### src/rtl/fou_it2_tdm_fuzzifier.sv
// Interval type-2 trapezoidal fuzzifier with a time-multiplexed serial divider.
//
// N_IN crisp inputs each have N_MF fuzzy sets. Every set has an upper and a lower trapezoid.
// Trapezoid k = 2*(i*N_MF+m) + L uses L=0 for the upper trapezoid and L=1 for the lower one.
// All 2*N_IN*N_MF trapezoids are evaluated one after another by a single restoring divider.
// Each trapezoid takes W+2 cycles: LOAD, W cycles of DIV, then STORE.
//
// Ports:
//   CLK, RESET      clock and synchronous active-high reset
//   Input_flat      crisp inputs; input i at [i*W +: W]
//   EN_Entrada_FOU  start request; accepted only when idle
//   cfg_we/addr/data corner write; addr = {k, c}, c: 0=A 1=B 2=C 3=D; idle only
//   busy            high from start acceptance through the done cycle
//   done            one-cycle pulse; results valid from this cycle on
//   FOU_UP/FOU_LOW  upper/lower grades; set j=i*N_MF+m at [j*W +: W]
//   Ativo_UP        bit (N_IN*N_MF-1-j) set iff upper grade j is non-zero
module fou_it2_tdm_fuzzifier #(
    parameter int unsigned W    = 8,
    parameter int unsigned N_IN = 2,
    parameter int unsigned N_MF = 3
) (
    input  logic                             CLK,
    input  logic                             RESET,
    input  logic [N_IN*W-1:0]                Input_flat,
    input  logic                             EN_Entrada_FOU,
    input  logic                             cfg_we,
    input  logic [$clog2(2*N_IN*N_MF)+1:0]   cfg_addr,
    input  logic [W-1:0]                     cfg_data,
    output logic                             busy,
    output logic                             done,
    output logic [N_IN*N_MF*W-1:0]           FOU_UP,
    output logic [N_IN*N_MF*W-1:0]           FOU_LOW,
    output logic [N_IN*N_MF-1:0]             Ativo_UP
);

    localparam int unsigned NS = N_IN * N_MF;
    localparam int unsigned K  = 2 * NS;
    localparam int unsigned KW = $clog2(K);
    localparam int unsigned CW = (W > 1) ? $clog2(W) : 1;

    localparam logic [KW-1:0] KLast   = KW'(K - 1);
    localparam logic [CW-1:0] CntLast = CW'(W - 1);
    localparam logic [W-1:0]  MaxVal  = '1;

    typedef enum logic [2:0] {StIdle, StLoad, StDiv, StStore, StDone} state_e;

    state_e              state_q;
    logic [KW-1:0]       k_q;
    logic [CW-1:0]       cnt_q;
    logic [N_IN*W-1:0]   in_q;
    logic [W-1:0]        corner_q [K][4];

    // Divider datapath: rem_q is the running remainder, num_q holds the dividend
    // bits not yet shifted in, quo_q collects quotient bits MSB first.
    logic [W-1:0]        rem_q, num_q, den_q, quo_q;
    logic                force_q;
    logic [W-1:0]        force_val_q;

    logic [NS*W-1:0]     up_sh_q, low_sh_q;

    // Corner register file
    logic [KW-1:0]       cfg_k;
    logic [1:0]          cfg_c;

    assign cfg_k = cfg_addr[KW+1:2];
    assign cfg_c = cfg_addr[1:0];

    always_ff @(posedge CLK) begin
        if (RESET) begin
            corner_q <= '{default: '0};
        end else if (cfg_we && (state_q == StIdle) && (cfg_k <= KLast)) begin
            corner_q[cfg_k][cfg_c] <= cfg_data;
        end
    end

    // Classification of the current trapezoid
    int unsigned         slot;
    logic [W-1:0]        x, ca, cb, cc, cd;
    logic [W-1:0]        n, dn;
    logic [2*W-1:0]      numer;
    logic                plateau, zero;

    always_comb begin
        slot = 32'(k_q >> 1);
        x    = '0;
        for (int unsigned i = 0; i < N_IN; i++) begin
            for (int unsigned m = 0; m < N_MF; m++) begin
                if (slot == i * N_MF + m) x = in_q[i*W +: W];
            end
        end
        ca = corner_q[k_q][0];
        cb = corner_q[k_q][1];
        cc = corner_q[k_q][2];
        cd = corner_q[k_q][3];

        plateau = (x >= cb) && (x <= cc);
        zero    = (x <= ca) || (x >= cd);
        if (x < cb) begin
            n  = x - ca;
            dn = cb - ca;
        end else begin
            n  = cd - x;
            dn = cd - cc;
        end
        // n * MAX as (n << W) - n
        numer = {n, {W{1'b0}}} - {{W{1'b0}}, n};
    end

    // One restoring-division step
    logic [W:0]          rem_sh;
    logic                ge;
    logic [W-1:0]        rem_nx;

    always_comb begin
        rem_sh = {rem_q, num_q[W-1]};
        ge     = rem_sh >= {1'b0, den_q};
        rem_nx = ge ? W'(rem_sh - {1'b0, den_q}) : rem_sh[W-1:0];
    end

    // Shadow contents with the current grade merged in, so the final STORE can publish
    // a complete result set on the same edge that raises done.
    logic [W-1:0]        grade;
    logic [NS*W-1:0]     up_nx, low_nx;
    logic [NS-1:0]       ativo_nx;

    always_comb begin
        grade  = force_q ? force_val_q : quo_q;
        up_nx  = up_sh_q;
        low_nx = low_sh_q;
        if (k_q[0]) low_nx[slot*W +: W] = grade;
        else        up_nx[slot*W +: W]  = grade;
        ativo_nx = '0;
        for (int unsigned j = 0; j < NS; j++) begin
            ativo_nx[NS-1-j] = |up_nx[j*W +: W];
        end
    end

    // Sequencer
    always_ff @(posedge CLK) begin
        if (RESET) begin
            state_q     <= StIdle;
            busy        <= 1'b0;
            done        <= 1'b0;
            FOU_UP      <= '0;
            FOU_LOW     <= '0;
            Ativo_UP    <= '0;
            k_q         <= '0;
            cnt_q       <= '0;
            in_q        <= '0;
            rem_q       <= '0;
            num_q       <= '0;
            den_q       <= '0;
            quo_q       <= '0;
            force_q     <= 1'b0;
            force_val_q <= '0;
            up_sh_q     <= '0;
            low_sh_q    <= '0;
        end else begin
            done <= 1'b0;
            unique case (state_q)
                StIdle: begin
                    if (EN_Entrada_FOU) begin
                        in_q    <= Input_flat;
                        k_q     <= '0;
                        busy    <= 1'b1;
                        state_q <= StLoad;
                    end
                end
                StLoad: begin
                    // Plateau/zero bypass the quotient but still spend W divide cycles.
                    force_q     <= plateau || zero;
                    force_val_q <= plateau ? MaxVal : '0;
                    if (plateau || zero) begin
                        rem_q <= '0;
                        num_q <= '0;
                        den_q <= W'(1);
                    end else begin
                        rem_q <= numer[2*W-1:W];
                        num_q <= numer[W-1:0];
                        den_q <= dn;
                    end
                    quo_q   <= '0;
                    cnt_q   <= '0;
                    state_q <= StDiv;
                end
                StDiv: begin
                    rem_q <= rem_nx;
                    num_q <= num_q << 1;
                    quo_q <= {quo_q[W-2:0], ge};
                    cnt_q <= cnt_q + 1'b1;
                    if (cnt_q == CntLast) state_q <= StStore;
                end
                StStore: begin
                    up_sh_q  <= up_nx;
                    low_sh_q <= low_nx;
                    if (k_q == KLast) begin
                        FOU_UP   <= up_nx;
                        FOU_LOW  <= low_nx;
                        Ativo_UP <= ativo_nx;
                        done     <= 1'b1;
                        state_q  <= StDone;
                    end else begin
                        k_q     <= k_q + 1'b1;
                        state_q <= StLoad;
                    end
                end
                StDone: begin
                    busy    <= 1'b0;
                    state_q <= StIdle;
                end
                default: state_q <= StIdle;
            endcase
        end
    end

endmodule

### config.mk
export PLATFORM = sky130hd
export DESIGN_NAME = fou_it2_tdm_fuzzifier
export DESIGN_NICKNAME = d
export VERILOG_FILES = /design/src/rtl/fou_it2_tdm_fuzzifier.sv
export SDC_FILE = /design/constraint.sdc
export NUM_CORES = 2
export LEC_CHECK = 0
export ABC_AREA = 1
export CORE_ASPECT_RATIO = 0.75
export CORE_UTILIZATION = 60
export DETAILED_ROUTE_END_ITERATION = 8
export GPL_TIMING_DRIVEN = 0
export PLACE_DENSITY_LB_ADDON = 0.25
export REMOVE_ABC_BUFFERS = 1
export SLEW_MARGIN = 20
export SYNTH_ARGS = -nofsm -noshare
export SYNTH_HDL_FRONTEND = slang
export SYNTH_SLANG_ARGS = --single-unit
### constraint.sdc
create_clock -name CLK -period 8 [get_ports CLK]
set_input_delay 0.8 -clock CLK [delete_from_list [all_inputs] [get_ports CLK]]
set_output_delay 0.8 -clock CLK [all_outputs]
set_load 0.01 [all_outputs]
Yosys cells after proc, flatten, opt, wreduce, memory -nomap -nowiden:

Index checks and enable logic that the tools add are counted.

* word-level logic and storage cells: 170
* ROM bits: 0
* register bits after elaboration: 651
* bits in writable memories: 0
* latch bits: 0
* memories: 0

* multiply operators: 0
* reduce and logical (&&, ||, !) cells: 24
* bitwise operators: 4
* shift operators: 2
* add/subtract/negate cells: 9
* $lt $le $gt $ge: 12
* multiplexer cells: 40
* eq/ne operators: 14
* div/mod/pow operators: 0

Operators by type and width (number)
* bitwise mux 384 bit: 1
* binary-select mux 32 bit (select 4 bit): 1
* demux 32 bit (select 4 bit): 1
* two-way mux 8 bit: 15
* bitwise mux 48 bit: 2
* two-way mux 32 bit: 3
* two-way mux 48 bit: 2
* one-hot mux 8 bit (2 select lines): 3
* OR reduction 8 bit: 6
* variable shift 8 x 34 -> 48 bit (first input constant): 1
* variable part select 8 x 34 -> 48 bit: 1
* subtractor 8 bit: 5
* negator 6 -> 34 bit: 1
* zero test 32 bit: 1
* demux 8 bit (select 2 bit): 1
* greater-or-equal comparator 8 bit: 2
* <= comparator 8 bit: 2
* subtractor 16 x 8 -> 16 bit: 1
* == test 3 x 2 -> 1 bit (second input constant): 4
* == test 3 bit (second input constant): 4
* one-hot mux 3 bit (4 select lines): 1
* greater-or-equal comparator 5 bit (second input constant): 2
* inverter 4 -> 5 bit: 2
* greater-or-equal comparator 9 x 8 -> 1 bit: 1
* 25 further kinds: 42

Longest topological paths before layout:

* depth in word-level cells: 12
* depth in mapped cells: 31

Least setup slack after synthesis:

No wires, ideal clock.

* path kind: reg-to-reg
* start: register k_q[1]
* end: register rem_q[2]
* cell stages (with the launch flop): 26
* path buffers: 3
* slack: 3.683 ns
* period minus slack after synthesis: 4.317 ns
* data arrival time: 4.208 ns
* data required time: 7.891 ns
* library setup time: 0.109 ns
* cells stage by stage: dfxtp_1 > inv_1 > buf_2 > buf_2 > buf_1 > ha_1 > ha_1 > a211oi_2 > nand2_1 > o22ai_1 > inv_1 > fa_1 > nand2_1 > nand3b_1 > nand2_1 > nand2_1 > o21ai_1 > nand2_1 > nor2_1 > nand2_1 > nand2_1 > nand2_1 > nand2_1 > nand3_1 > nand2_1 > inv_1

* word-level cells in the longest chain between the ends: 12

RTL lines
* start, declared: RTL line 48 `logic [KW-1:0] k_q;`
* start signal, assigned: RTL line 203 `k_q <= k_q + 1'b1;`
* zero test 32 bit: RTL line 88 `if (slot == i * N_MF + m) x = in_q[i*W +: W];`
* two-way mux 8 bit (6 in series): RTL line 88
* subtractor 8 bit, or another cell as far along: RTL line 102 `n = cd - x;`
* two-way mux 8 bit, or another cell as far along: RTL line 98 `if (x < cb) begin`
* subtractor 16 x 8 -> 16 bit or logical OR 1 bit (tied branches): RTL line 106, 173
* two-way mux 8 bit (*): RTL line 173 `if (plateau || zero) begin`
* one-hot mux 8 bit (2 select lines) (*): RTL line 160 `unique case (state_q)`
* end signal, assigned: RTL line 178 `rem_q <= numer[2*W-1:W];`
* end signal, assigned: RTL line 187 `rem_q <= rem_nx;`
* end, declared: RTL line 55 `logic [W-1:0] rem_q, num_q, den_q, quo_q;`

Every way passes the cells marked *; elsewhere a longest branch is shown, timed or not. The select of a mux whose other input is x is not followed.
A chain may end at the register's enable or synchronous reset.

Final worst setup path:

* start: register k_q[1]
* end: register den_q[1]

* word-level cells in the longest chain between the ends: 11

RTL lines
* zero test 32 bit: RTL line 88
* two-way mux 8 bit (6 in series): RTL line 88
* greater-or-equal comparator 8 bit, or another cell as far along: RTL line 96 `plateau = (x >= cb) && (x <= cc);`
* logical AND 1 bit or logical OR 1 bit (tied branches): RTL line 96, 97
* logical OR 1 bit: RTL line 173
* two-way mux 8 bit (*): RTL line 173
* end signal, assigned: RTL line 180 `den_q <= dn;`
* end, declared: RTL line 55

Marked as above.

==> impl.org <==
** Run status
- The flow ran to the end, and the final reports show no timing, DRC or antenna violations.

** Clock tree
- The clock tree synthesis step divided the H-tree into 2 levels.
- Cts bufs inserted :: 60
- In this run the clock root is driven by a sky130_fd_sc_hd__clkbuf_16.
- Number of buffers added to fix hold violations after cts :: 0
- Post-cts sizing count :: 0
- TritonCTS built the clock tree.
- Counting every sink on the clock net gives 644.
- After clock tree synthesis, the clock-pin slew on the worst setup and hold paths is 60 ps.
- The clock passes through at most 3 buffers.
- The clock reaches the later pin of the worst-skew pair after 640 ps.
- Buffer count from post-CTS setup fixing :: 0

** Synth
- Counting flops with a built-in enable in the synthesized netlist gives 0.
- Share of synthesized flip-flops with an asynchronous set or reset :: 0%
- In this run, synthesis produced a sequential element count of 644.
- Synth Warn # :: 0
- In the post-synthesis netlist, the biggest area contributors are sky130_fd_sc_hd__dfxtp_1 42%, sky130_fd_sc_hd__o21ai_0 14%, sky130_fd_sc_hd__a21oi_1 11%.
- Register area share after synthesis :: 42.4%
- Counting instances in the post-synthesis netlist gives the leading cell types as 870 x sky130_fd_sc_hd__o21ai_0, 682 x sky130_fd_sc_hd__a21oi_1, 657 x sky130_fd_sc_hd__inv_1.
- Cells after synthesis :: 4321
- Total standard cell area after synthesis :: 30400 um^2
- In the post-synthesis netlist, the cell with the most instances is sky130_fd_sc_hd__o21ai_0.
- The most used flip-flop cell after synthesis is sky130_fd_sc_hd__dfxtp_1.
- Summed over its instances, the top area cell type makes up 42.4% of the synthesized netlist area.
- Synth unique cells :: 54
- Syn_area_per_cell :: 7.04 um^2
- Leading area contributor after synthesis :: sky130_fd_sc_hd__dfxtp_1

** Placement
- In this run the cell area measured after placement is 32100 um^2.
- At the placement stage, the worst setup path has a slack of 1590 ps.
- In this run the tool buffered the top-level ports with 137 buffer cells.
- Post-DP HPWL :: 55600 um
- Routability-driven placement finished with a final weighted congestion of 0.929.

** Worst setup path
- Type of element launching the critical path :: register
- By startpoint and endpoint, the worst setup path is classified as register to register.
- The worst register-to-register path has a setup slack of 1340 ps.
- Worst endpoint data arrival time :: 7230 ps
- The critical path starts at k_q[1].
- The number of cells on the worst reg-to-reg path is 22.
- In this run the critical register-to-register path is launched from k_q[1].
- Along the worst path, the maximum fanout reaches 58.
- Data required, critical path :: 8560 ps
- In this run the worst setup path terminates at den_q[1].
- Kind of end point of the critical path :: register
- The worst register-to-register path ends at den_q[1].

** Die
- Starting density of the core :: 60.7%
- The die covers 51600 um^2.
- From bottom edge to top edge, the die measures 197 um.
- The floorplan step set the die width to 262 um.
- Placement Rows :: 71
- During I/O placement, the number of pins put on the boundary was 138.
- The region available for standard cell placement spans 50100 um^2.

** GRT
- Entering global routing, the biggest net connects 124 pins.
- The initial antenna violation count came to 3.
- Global routing used 32.5% of the available tracks across all layers.
- Total global routing overflow :: 0
- Vias in the first global route :: 24800
- The first global-routing pass estimated 134000 um of wire.

** Timing
- Once routing completed, OpenROAD measured the worst setup slack at 1340 ps.
- Pins over their slew limit :: 0
- Shortest period the worst path allows :: 6660 ps
- For the pin with the worst max-slew slack, the measured transition is 1090 ps.
- Setup_tns :: 0 ps
- After layout, the worst path uses 83.3% of the clock period.
- The final-report hold violation count came to 0.
- Max Freq :: 0.150 GHz
- Across the routed clock network, the largest skew measured is 28.1 ps.
- Setup violations remaining at the end of the flow were counted as 0.
- Max-slew headroom :: 26.8%
- RSZ-0062 raised after global routing :: no

** Job
- Number of max-capacitance violations reported :: 0

** Cells and area
- After routing the design area is 34200 um^2.
- Summing all multi-input logic gate instances after layout gives 13800 um^2.
- Filler cell count :: 4370
- The area growth from synthesis to layout is 12.3%.
- In the final design database the tool counted 4358 nets.
- In the final layout, the share of cells above drive strength 1 is 4.67%.
- Sequential cell area :: 12900 um^2

** Pwr
- Power spread over the standard cell area amounts to 256 nW/um^2.
- VDD sags by at most 0.178 mV.
- The analysis attributes to cell leakage a power of 13.7 nW.
- Post-route total power :: 8.74 mW

** Routing
- Routed wire length :: 85400 um
- Once detail routing completed, the nets flagged for antenna violations numbered 0.
- Dividing the detail-routed via count by the number of cells gives 5.70.
- After detailed routing, the number of remaining DRC violations is 0.
- DR vias :: 28300
- For this block, the initial DRC count from the detailed router was 3174.
- Dividing the detail-routed wire length by the instance count gives 17.2 um.
- First-pass detailed-route iteration total :: 6

** Worst hold path
- The worst hold path belongs to the class register to register.
- Hold-critical path depth :: 2
==> stage by stage <==
stage | cells | utilization [%] | hold WS [ps]
after floorplan | 4023 | - | 422
after global placement | 4817 | 62.7 | 429
after detailed placement | 4849 | 64.0 | 432
after CTS | 4958 | 68.1 | 442
after global routing | 4963 | 68.2 | 455
final | 4963 | 68.2 | 441
==> worst max-delay path, cell delays in order (launching register included) <==
cell and delay [ps]:
sky130_fd_sc_hd__dfxtp_4 400, sky130_fd_sc_hd__buf_16 250, sky130_fd_sc_hd__inv_4 200, sky130_fd_sc_hd__buf_16 260
sky130_fd_sc_hd__ha_1 280, sky130_fd_sc_hd__ha_1 190, sky130_fd_sc_hd__a211oi_2 660, sky130_fd_sc_hd__nand2_1 420
sky130_fd_sc_hd__o22ai_1 660, sky130_fd_sc_hd__ha_1 370, sky130_fd_sc_hd__nand2_1 60, sky130_fd_sc_hd__nand2_1 50
sky130_fd_sc_hd__nand2_1 50, sky130_fd_sc_hd__nand3_1 120, sky130_fd_sc_hd__a21oi_2 490, sky130_fd_sc_hd__o21ai_0 220
sky130_fd_sc_hd__o21ai_1 230, sky130_fd_sc_hd__nand2_1 150, sky130_fd_sc_hd__nor2_1 760, sky130_fd_sc_hd__inv_1 210
sky130_fd_sc_hd__nor2_1 260, sky130_fd_sc_hd__a21oi_1 60, sky130_fd_sc_hd__nor2_1 90
==> logic make-up after synthesis <==
kind of cell	Yosys count	synth area share [%]
compound gates	1683	28.7
buf+inv	972	12.3
simple gates	937	13.2
flops	644	42.4
fa+ha+maj	69	2.96
xor+xnor	14	0.403
mux	2	0.0658
==> layout make-up <==
cell class	instances	share of cell area, %
multi-input combinational	2705	40.4
sequential	644	37.8
inverter	674	7.47
timing repair buffer	170	5.90
clock buffer	88	5.26
tap	657	2.41
clock inverter	21	0.736
antenna	4	0.0293
==> per-layer routing <==
metal	GRT usage [%]	up-vias	share of wire [%]
li1	-	14100	-
met1	48.3	12900	46
met2	47.6	1091	42
met3	5.97	138	9.3
met4	9.42	0	2.5
met5	0	-	0
==> power breakdown <==
part           internal, mW  switching [mW]
Clock                  1.71            1.28
Sequential             3.29          0.0462
Combinational         0.762            1.65
Total                  5.77            2.98
==> placed cells by master (no fill, tap or decap), types with 5 or more instances in the layout <==
master                              n
sky130_fd_sc_hd__clkdlybuf4s50_1  128
sky130_fd_sc_hd__nand4_1           20
sky130_fd_sc_hd__nor2_4             6
sky130_fd_sc_hd__clkinv_2          13
sky130_fd_sc_hd__and3_1             7
sky130_fd_sc_hd__o21ai_0          870
sky130_fd_sc_hd__clkbuf_16         61
sky130_fd_sc_hd__nand2_1          492
sky130_fd_sc_hd__clkbuf_8          17
sky130_fd_sc_hd__buf_2              8
sky130_fd_sc_hd__nor3_1            15
sky130_fd_sc_hd__a21oi_1          682
sky130_fd_sc_hd__inv_1            656
sky130_fd_sc_hd__fa_1               5
sky130_fd_sc_hd__buf_4              7
sky130_fd_sc_hd__o211ai_1          70
sky130_fd_sc_hd__nor2_1           204
sky130_fd_sc_hd__buf_16            18
sky130_fd_sc_hd__o21ai_1           19
sky130_fd_sc_hd__bufinv_16          5
sky130_fd_sc_hd__xnor2_1            8
sky130_fd_sc_hd__nor3_2            10
sky130_fd_sc_hd__a221o_1            6
sky130_fd_sc_hd__ha_1              64
sky130_fd_sc_hd__dfxtp_1          642
sky130_fd_sc_hd__inv_2             13
sky130_fd_sc_hd__o22ai_1            8
sky130_fd_sc_hd__xor2_1             6
sky130_fd_sc_hd__a31oi_1            8
sky130_fd_sc_hd__clkbuf_1          10
sky130_fd_sc_hd__nand3_1          150
sky130_fd_sc_hd__nand3b_1           7
sky130_fd_sc_hd__buf_12             5
sky130_fd_sc_hd__a211oi_1           6
sky130_fd_sc_hd__nor2_2            11
==> how the worst min path moves through the flow <==
stage / from / endpoint
after floorplan: corner_q[0] / corner_q[0]
after CTS: corner_q[21] / corner_q[21]
after global routing: corner_q[120] / corner_q[120]
after global placement: corner_q[29] / corner_q[29]
after detailed placement: corner_q[101] / corner_q[101]
final: corner_q[157] / corner_q[157]
==> state kept, by name, indices dropped and copies added (netlist names) <==
signal	flops
FOU_UP	48
force_val_q	1
k_q	4
Ativo_UP	6
low_sh_q	48
corner_q	384
up_sh_q	48
done	1
rem_q	8
num_q	8
force_q	1
in_q	16
den_q	8
quo_q	8
cnt_q	3
busy	1
FOU_LOW	48
state_q	3
No activity file was read; power rests on OpenSTA's default activity.
